===== src/rtl/pipelined_lac_adder.sv =====
// Three-stage pipelined carry-lookahead adder/subtractor with status flags
// and a valid/ready handshake. Leaf lookahead cells of LEAF bits feed a
// radix-2 parallel-prefix tree that produces every carry from c0.
module pipelined_lac_adder #(
    parameter int WIDTH = 32,
    parameter int LEAF  = 4
) (
    input  logic             clk,
    input  logic             reset,
    input  logic             in_valid,
    output logic             in_ready,
    input  logic [WIDTH-1:0] a,
    input  logic [WIDTH-1:0] b,
    input  logic             cin,
    input  logic             sub,
    output logic             out_valid,
    input  logic             out_ready,
    output logic [WIDTH-1:0] sum,
    output logic             cout,
    output logic             ovf,
    output logic             zero
);

    localparam int NG = WIDTH / LEAF;

    if (WIDTH < 4 || WIDTH > 64 || (WIDTH & (WIDTH - 1)) != 0) begin : g_bad_width
        $error("pipelined_lac_adder: WIDTH must be a power of two in 4..64");
    end
    if (LEAF < 1 || LEAF > WIDTH || (LEAF & (LEAF - 1)) != 0) begin : g_bad_leaf
        $error("pipelined_lac_adder: LEAF must be a power of two no larger than WIDTH");
    end

    logic             adv1, adv2, adv3;
    logic             v1, v2, v3;
    logic [WIDTH-1:0] bx;
    logic [WIDTH-1:0] g1, p1;
    logic             c0_1;
    logic [WIDTH:0]   c2;
    logic [WIDTH-1:0] p2;
    logic [NG-1:0]    grp_g, grp_p, grp_c;
    logic [WIDTH:0]   carry;

    // Ready chain: an empty stage always accepts, so bubbles collapse.
    always_comb begin
        adv3     = ~v3 | out_ready;
        adv2     = ~v2 | adv3;
        adv1     = ~v1 | adv2;
        in_ready = adv1;
        bx       = b ^ {WIDTH{sub}};
    end

    // Stage valid bits; each stage holds when its advance is low.
    always_ff @(posedge clk or posedge reset) begin
        if (reset) begin
            v1 <= 1'b0;
            v2 <= 1'b0;
            v3 <= 1'b0;
        end else begin
            if (adv1) v1 <= in_valid;
            if (adv2) v2 <= v1;
            if (adv3) v3 <= v2;
        end
    end

    // S1: bitwise generate/propagate of the transformed operands.
    always_ff @(posedge clk) begin
        if (adv1) begin
            g1   <= a & bx;
            p1   <= a ^ bx;
            c0_1 <= cin ^ sub;
        end
    end

    // Leaf group g/p, radix-2 prefix over groups, then per-bit carries.
    always_comb begin
        grp_g = '0;
        grp_p = '0;
        grp_c = '0;
        carry = '0;
        for (int k = 0; k < NG; k++) begin
            grp_p[k] = 1'b1;
            for (int j = 0; j < LEAF; j++) begin
                grp_g[k] = g1[k*LEAF+j] | (p1[k*LEAF+j] & grp_g[k]);
                grp_p[k] = grp_p[k] & p1[k*LEAF+j];
            end
        end
        // Descending update keeps grp_*[k-d] at its previous-level value.
        for (int d = 1; d < NG; d = d * 2) begin
            for (int k = NG - 1; k >= d; k--) begin
                grp_g[k] = grp_g[k] | (grp_p[k] & grp_g[k-d]);
                grp_p[k] = grp_p[k] & grp_p[k-d];
            end
        end
        grp_c[0] = c0_1;
        for (int k = 1; k < NG; k++) begin
            grp_c[k] = grp_g[k-1] | (grp_p[k-1] & c0_1);
        end
        for (int k = 0; k < NG; k++) begin
            carry[k*LEAF] = grp_c[k];
            for (int j = 0; j < LEAF; j++) begin
                carry[k*LEAF+j+1] = g1[k*LEAF+j] | (p1[k*LEAF+j] & carry[k*LEAF+j]);
            end
        end
    end

    // S2: register the full carry vector alongside propagate.
    always_ff @(posedge clk) begin
        if (adv2) begin
            c2 <= carry;
            p2 <= p1;
        end
    end

    // S3: result and flags; a bubble loads zeros so idle outputs read 0.
    always_ff @(posedge clk or posedge reset) begin
        if (reset) begin
            sum  <= '0;
            cout <= 1'b0;
            ovf  <= 1'b0;
            zero <= 1'b0;
        end else if (adv3) begin
            if (v2) begin
                sum  <= p2 ^ c2[WIDTH-1:0];
                cout <= c2[WIDTH];
                ovf  <= c2[WIDTH] ^ c2[WIDTH-1];
                zero <= ~|(p2 ^ c2[WIDTH-1:0]);
            end else begin
                sum  <= '0;
                cout <= 1'b0;
                ovf  <= 1'b0;
                zero <= 1'b0;
            end
        end
    end

    assign out_valid = v3;

endmodule

===== config.mk =====
export PLATFORM = sky130hd
export DESIGN_NAME = pipelined_lac_adder
export DESIGN_NICKNAME = d
export VERILOG_FILES = /design/src/rtl/pipelined_lac_adder.sv
export SDC_FILE = /design/constraint.sdc
export NUM_CORES = 1
export LEC_CHECK = 0
export BUFFER_PORTS_ARGS = -buffer_cell sky130_fd_sc_hd__buf_2
export CAP_MARGIN = 0
export CORE_UTILIZATION = 45
export CTS_CLUSTER_DIAMETER = 60
export DETAILED_ROUTE_END_ITERATION = 6
export HOLD_SLACK_MARGIN = 0.05
export PLACE_DENSITY = 0.68
export SYNTH_ARGS = -nofsm -noshare
export SYNTH_HDL_FRONTEND = slang
export SYNTH_SLANG_ARGS = --single-unit

===== constraint.sdc =====
create_clock -name clk -period 2.6 [get_ports clk]
set_input_delay 0.39 -clock clk [delete_from_list [all_inputs] [get_ports clk]]
set_output_delay 0.39 -clock clk [all_outputs]
set_load 0.02 [all_outputs]

==> results of run 1 <==
synthesized netlist by cell type, types with 3 or more instances:
library cell	n	area share (%)
dfrtp_1	38	14
nand2_1	41	2.2
a21o_1	28	3.1
nor3_1	3	0.22
ha_1	32	5.8
edfxtp_1	130	57
o21ai_0	39	2.8
inv_1	4	0.22
buf_1	3	0.16
nand4_1	7	0.64
xor2_1	33	4.2
nand2b_1	5	0.46
nand3_1	4	0.29
xnor2_1	33	4.2
clkbuf_1	8	0.44
a21oi_1	9	0.66
and3_1	3	0.27
flip-flops by register name (all words and copies together), names as in the netlist:
name,cells
v1,1
sum,32
p2,32
cout,1
v2,1
c0_1,1
zero,1
g1,32
c2,33
ovf,1
out_valid,1
p1,32
cell families after synthesis:
family	after synthesis	synth area share (%)
buffers and inverters	16	0.877
flip-flops	168	70.9
AO/OA/AOI/OAI	92	8.84
AND/OR/NAND/NOR	73	5.13
XOR/XNOR	66	8.44
adder cells (fa/ha/maj)	32	5.84
power by group through the flow:
stage	Clock [uW]	Combinational, uW	Sequential (uW)
6_report	2470	1250	3850
3_3_place_gp	0	1250	3890
2_1_floorplan	0	631	4030
3_5_place_dp	0	1270	3910
4_1_cts	2530	1280	3860
5_1_grt	2620	1400	3910
cell type report:
type / count / share of cell area, %
Clock inverter: 10 / 1.02
Timing Repair Buffer: 116 / 7.33
Sequential cell: 168 / 58.8
Inverter: 5 / 0.227
Multi-Input combinational cell: 263 / 23.6
Clock buffer: 22 / 6.27
Tap cell: 184 / 2.79
worst max-delay path by stage:
stage                    from       end  cells past startpoint
global placement       p1[14]    c2[23]                      8
CTS                 out_valid  in_ready                      4
detailed placement     p1[15]    c2[23]                      8
finish              out_valid  in_ready                      4
floorplan           out_valid     c2[0]                      2
global route           p1[15]    c2[23]                      8
per-layer routing:
layer	part of all wire, %	up-vias	routed length [um]
met5	0	-	0
met4	2.0	0	228
met3	4.1	15	476
met2	49	102	5680
met1	44	1772	5120
li1	-	1904	-
metrics by stage:
step           cells  utilization (%)  hold WS [ns]  power, uW  setup WS, ns
3_5_place_dp     736             52.1         0.439       5180         0.547
5_1_grt          768             56.2         0.103       7940         0.408
2_1_floorplan    447                -         0.420       4660        0.0725
4_1_cts          768             56.2        0.0751       7660         0.473
6_report         768             56.2        0.0752       7570         0.520
3_3_place_gp     736             52.1         0.435       5130         0.585
tightest hold or removal path, cell delays in order:
cell and delay (ns):
buf_2 0.09, inv_1 0.04, buf_4 0.40
==> impl_metrics.ini, run 1 <==
[die]
core_area_um2 = 14700
io-pin-count = 107
start_util_pct = 46.6
die_w_um = 125
dieArea_um2 = 15700
row_count = 44
die_h_um = 125

[placement]
place_congestion = 0.757
post-dp-hpwl_um = 8670
portBuffers = 106
placedInstanceArea_um2 = 7650

[global_routing]
use_met1_pct = 19.5
grt_pass1_wl_um = 18700
grt_use_total_pct = 16.0
globalRouteMet3Util_pct = 3.81
antenna_found_initial = 0
grt_start_max_net_pins = 67
grt_overflow = 0
top_usage_layer = met2
grt_pass1_vias = 3808
grtUsageMet2_pct = 26.9

[synth]
synth-seq-cells = 168
synthCells = 447
synth.distinct_cells = 38
synth.net_count = 549
syn_avg_cell_area_um2 = 15.3
synth.yosys.warnings = 0
async_flop_share_pct = 22.6
synth_flop_cell = edfxtp_1
netlist_area_um2 = 6850
synth_edf_count = 130
ys_seq_area_share_pct = 70.9

[finish]
seq_area_um2 = 4850
layout_commonest_cell = edfxtp_1
postLayoutCellArea_um2 = 8260
layout-drive-gt1-share_pct = 27.7
diodes = 0
multiInputGateArea_um2 = 1950
areaGrowthSynthToFinish_pct = 20.5
final_cell_mix = edfxtp_1 (130), buf_2 (106), nand2_1 (40)
nNetsFinal = 673
n_fill_cell = 1190

[drt]
ant_nets = 0
routed_via_density = 4.94
drt-wirelength-per-cell_um = 15.0
vias = 3793
firstDrtPassIters = 7
drcViolationCount = 6
drtIter0Drc = 126
drt_wl_total_um = 11500

[timing]
min_period_ns = 2.08
setup_violations = 0
clock.fmax_mhz = 481
fin_skew_ns = 0.0107
grt_setup_unrepaired = false
final_max_slew_viol_count = 0
min_period_over_period_pct = 80.0
finalSetupTns_ns = 0
relSlewSlack_pct = 47.8
worst_pin_slew_ns = 0.783
final_hold_viol_count = 0

[worst_setup_path]
start_kind = flop
rrSetupSlack_ns = 0.54
reg2reg_depth = 8
critPathMaxFanout = 18
required_ns = 2.21
end_kind = output pin
crit_family = buffers and inverters
arrival_ns = 1.69
crit_slowest_cell = dfrtp_1
crit_path_cell_trace = nor2b_2 > buf_4 > nand3_2 > buf_2
crit_path_max_incr_delay_ns = 0.35
path_buf_inv = 2
r2r_end = c2[23]
reg2reg_from = p1[15]
path_class = reg2out

[power_and_ir_drop]
combPwrFrac_pct = 16.6
powerDensity_nw_per_um2 = 917
leakage_uw = 0.00356
peakVddDrop_v = 0.000550
p_int_uw = 5560
swShare_pct = 26.6
power.switching_uw = 2010
p_clk_share_pct = 32.6
seq_power_share_pct = 50.8

[hold_path]
hp-class = in2async

[clocking]
root_buffer = clkbuf_16
postCtsSetupRepairBufs = 0
cts_tree = done
htreeDepth = 4
clk_latency_ns = 0.42
path_clk_slew_ns = 0.06
cts_hold_buffers = 0
cts_buffers = 17
cts.repair.resized = 0
clockBufferDepth = 2
cts.sinks = 168

[outcome]
status = finished with violations
violations = design-rule violations

[run]
drv_cap = 0
(Power assumes the default switching activity.)
==> inputs of run 2 (changes only) <==
--- a/config.mk
+++ b/config.mk
@@ -5,13 +5,14 @@
 export SDC_FILE = /design/constraint.sdc
 export NUM_CORES = 1
 export LEC_CHECK = 0
+export ABC_AREA = 1
 export BUFFER_PORTS_ARGS = -buffer_cell sky130_fd_sc_hd__buf_2
 export CAP_MARGIN = 0
 export CORE_UTILIZATION = 45
 export CTS_CLUSTER_DIAMETER = 60
 export DETAILED_ROUTE_END_ITERATION = 6
 export HOLD_SLACK_MARGIN = 0.05
-export PLACE_DENSITY = 0.68
+export PLACE_DENSITY = 0.65
 export SYNTH_ARGS = -nofsm -noshare
 export SYNTH_HDL_FRONTEND = slang
 export SYNTH_SLANG_ARGS = --single-unit
==> constraint.sdc (replaced) <==
create_clock -name clk -period 1.95 [get_ports clk]
set_input_delay 0.2925 -clock clk [delete_from_list [all_inputs] [get_ports clk]]
set_output_delay 0.2925 -clock clk [all_outputs]
set_load 0.02 [all_outputs]
==> impl_metrics.ini, run 2 <==
[finish]
utilization_pct = 56.9
largest_reg_flops = 33
areaGrowthSynthToFinish_pct = 22.6
final_cell_mix = edfxtp_1 (130), buf_2 (106), nand2_1 (80)
seq_area_um2 = 4860
diodes = 0
multiInputGateArea_um2 = 2090
layout-drive-gt1-share_pct = 31.1
nNetsFinal = 748
regMostFlops = c2
layout_commonest_cell = edfxtp_1
n_fill_cell = 1252

[clocking]
cts_buffers = 17
path_clk_slew_ns = 0.06
clockBufferDepth = 2
root_buffer = clkbuf_16
cts.sinks = 168
htreeDepth = 4
cts_tree = done
clk_latency_ns = 0.43

[global_routing]
grt_start_max_net_pins = 66
grt_use_total_pct = 17.0
antenna_found_initial = 0
grt_pass1_vias = 4128
grt_pass1_wl_um = 20400
grt_overflow = 0

[worst_setup_path]
critPathMaxFanout = 5
r2r_end = c2[15]
arrival_ns = 2.01
rrSetupSlack_ns = 0.12
reg2reg_from = p1[6]
path_class = reg2reg
end_kind = flop
required_ns = 2.13
start_kind = flop
reg2reg_depth = 12

[die]
core_area_um2 = 15300
row_count = 45
io-pin-count = 107
die_w_um = 127
die_h_um = 127
start_util_pct = 46.4
dieArea_um2 = 16200

[run]
drv_cap = 0

[timing]
relSlewSlack_pct = 61.9
fin_skew_ns = 0.0100
final_max_slew_viol_count = 0
setup_violations = 0
min_period_ns = 1.83
grt_setup_unrepaired = true
clock.fmax_mhz = 546
worst_pin_slew_ns = 0.571
min_period_over_period_pct = 93.9
final_hold_viol_count = 0

[drt]
drtIter0Drc = 318
ant_nets = 0
route.met2.wl_um = 5950
wl_met3_um = 560
firstDrtPassIters = 4
drcViolationCount = 0
highest_layer = met4
drt_wl_total_um = 12400
drt-wirelength-per-cell_um = 14.3
drt-met1-wl_um = 5710
vias = 4115
routed_via_density = 4.73

[synth]
ys_seq_area_share_pct = 68.6
synth_flop_cell = edfxtp_1
synth_edf_count = 130
synth_common_cells = edfxtp_1 (130), nand2_1 (87), xor2_1 (46), dfrtp_1 (38), inv_1 (36)
yosys.area.top_type_share_pct = 55.2
yosysMostFrequentCell = edfxtp_1
synth-seq-cells = 168
yosys-top-cells-area = edfxtp_1 (55%), dfrtp_1 (13%), xor2_1 (5.7%)
synth.net_count = 617
async_flop_share_pct = 22.6
yosys.area.top_type = edfxtp_1
synth.distinct_cells = 32
syn_avg_cell_area_um2 = 13.7
netlist_area_um2 = 7070
synth.yosys.warnings = 0
synthCells = 515

[hold_path]
holdPathStages = 2
hp-class = in2reg
hold_start = a[23]
holdPathEnd = p1[23]

[placement]
place_congestion = 0.775
post-dp-hpwl_um = 8970
portBuffers = 106

[power_and_ir_drop]
powerDensity_nw_per_um2 = 1220
totalPowerFinal_uw = 10600
peakVddDrop_v = 0.000687
leakage_uw = 0.00382

[outcome]
status = completed
==> run 2: logic make-up after synthesis <==
| logic type | share of synthesized area (%) |
|---|---|
| compound gates | 5.50 |
| xor+xnor | 8.17 |
| fa+ha+maj | 5.66 |
| buf+inv | 2.71 |
| flops | 68.6 |
| simple gates | 9.32 |
==> run 2: critical path, cell delays in order (launching register included) <==
cell	delay (ns)
edfxtp_1	0.45
nand3_1	0.12
nand3_1	0.07
nand2_1	0.08
nand2_2	0.07
nand2_2	0.08
nand3_4	0.08
a21oi_4	0.16
inv_2	0.05
a21o_1	0.17
nand2_2	0.06
nand2_2	0.05
a21o_1	0.15
==> run 2: metal layers <==
layer | track usage [%] | vias to the layer above
met3 | 5.53 | 14
met4 | 6.37 | 0
met2 | 27.4 | 97
met5 | 0 | -
met1 | 21.4 | 1956
li1 | - | 2048
==> run 2: layout make-up <==
type	count	share of cell area, %
inverter	40	1.77
tap	211	3.04
timing repair buffer	122	7.85
sequential	168	56.0
clock inverter	14	2.37
multi-input combinational	297	24.0
clock buffer	18	4.95
==> run 2: worst max-delay path by stage <==
stage,end,from,cells after the start
after floorplan,c2[0],out_valid,5
after global placement,c2[15],p1[7],12
after detailed placement,c2[15],p1[6],12
after CTS,c2[15],p1[6],12
after global routing,c2[23],p1[6],14
final,c2[15],p1[6],12
==> run 2: timing repair <==
item	4_1_cts	5_1_grt
setup endpoints to repair	0	6
endpoints found under the hold margin	39	0
hold buffers	2	0
buffers inserted	0	5
gates resized for setup	0	14
==> run 2: power breakdown <==
group          leakage (uW)  internal [uW]  total [uW]  switching (uW)
sequential          0.00183           4710        5140             421
clock              0.000305           2260        3560            1300
combinational       0.00168            737        1880            1140
total               0.00382           7710       10600            2870
==> run 2: through the flow <==
stage          TNS (ns)  cell area, um^2  instances  worst slack, ns  hold WS, ns
2_1_floorplan    -21.76             7090        515           -0.228        0.392
6_report              0             8670        870            0.120        0.162
3_5_place_dp          0             7940        831           0.0503        0.434
3_3_place_gp          0             7940        831           0.0956        0.418
5_1_grt          -0.107             8670        870          -0.0593        0.143
4_1_cts               0             8590        865           0.0240        0.149
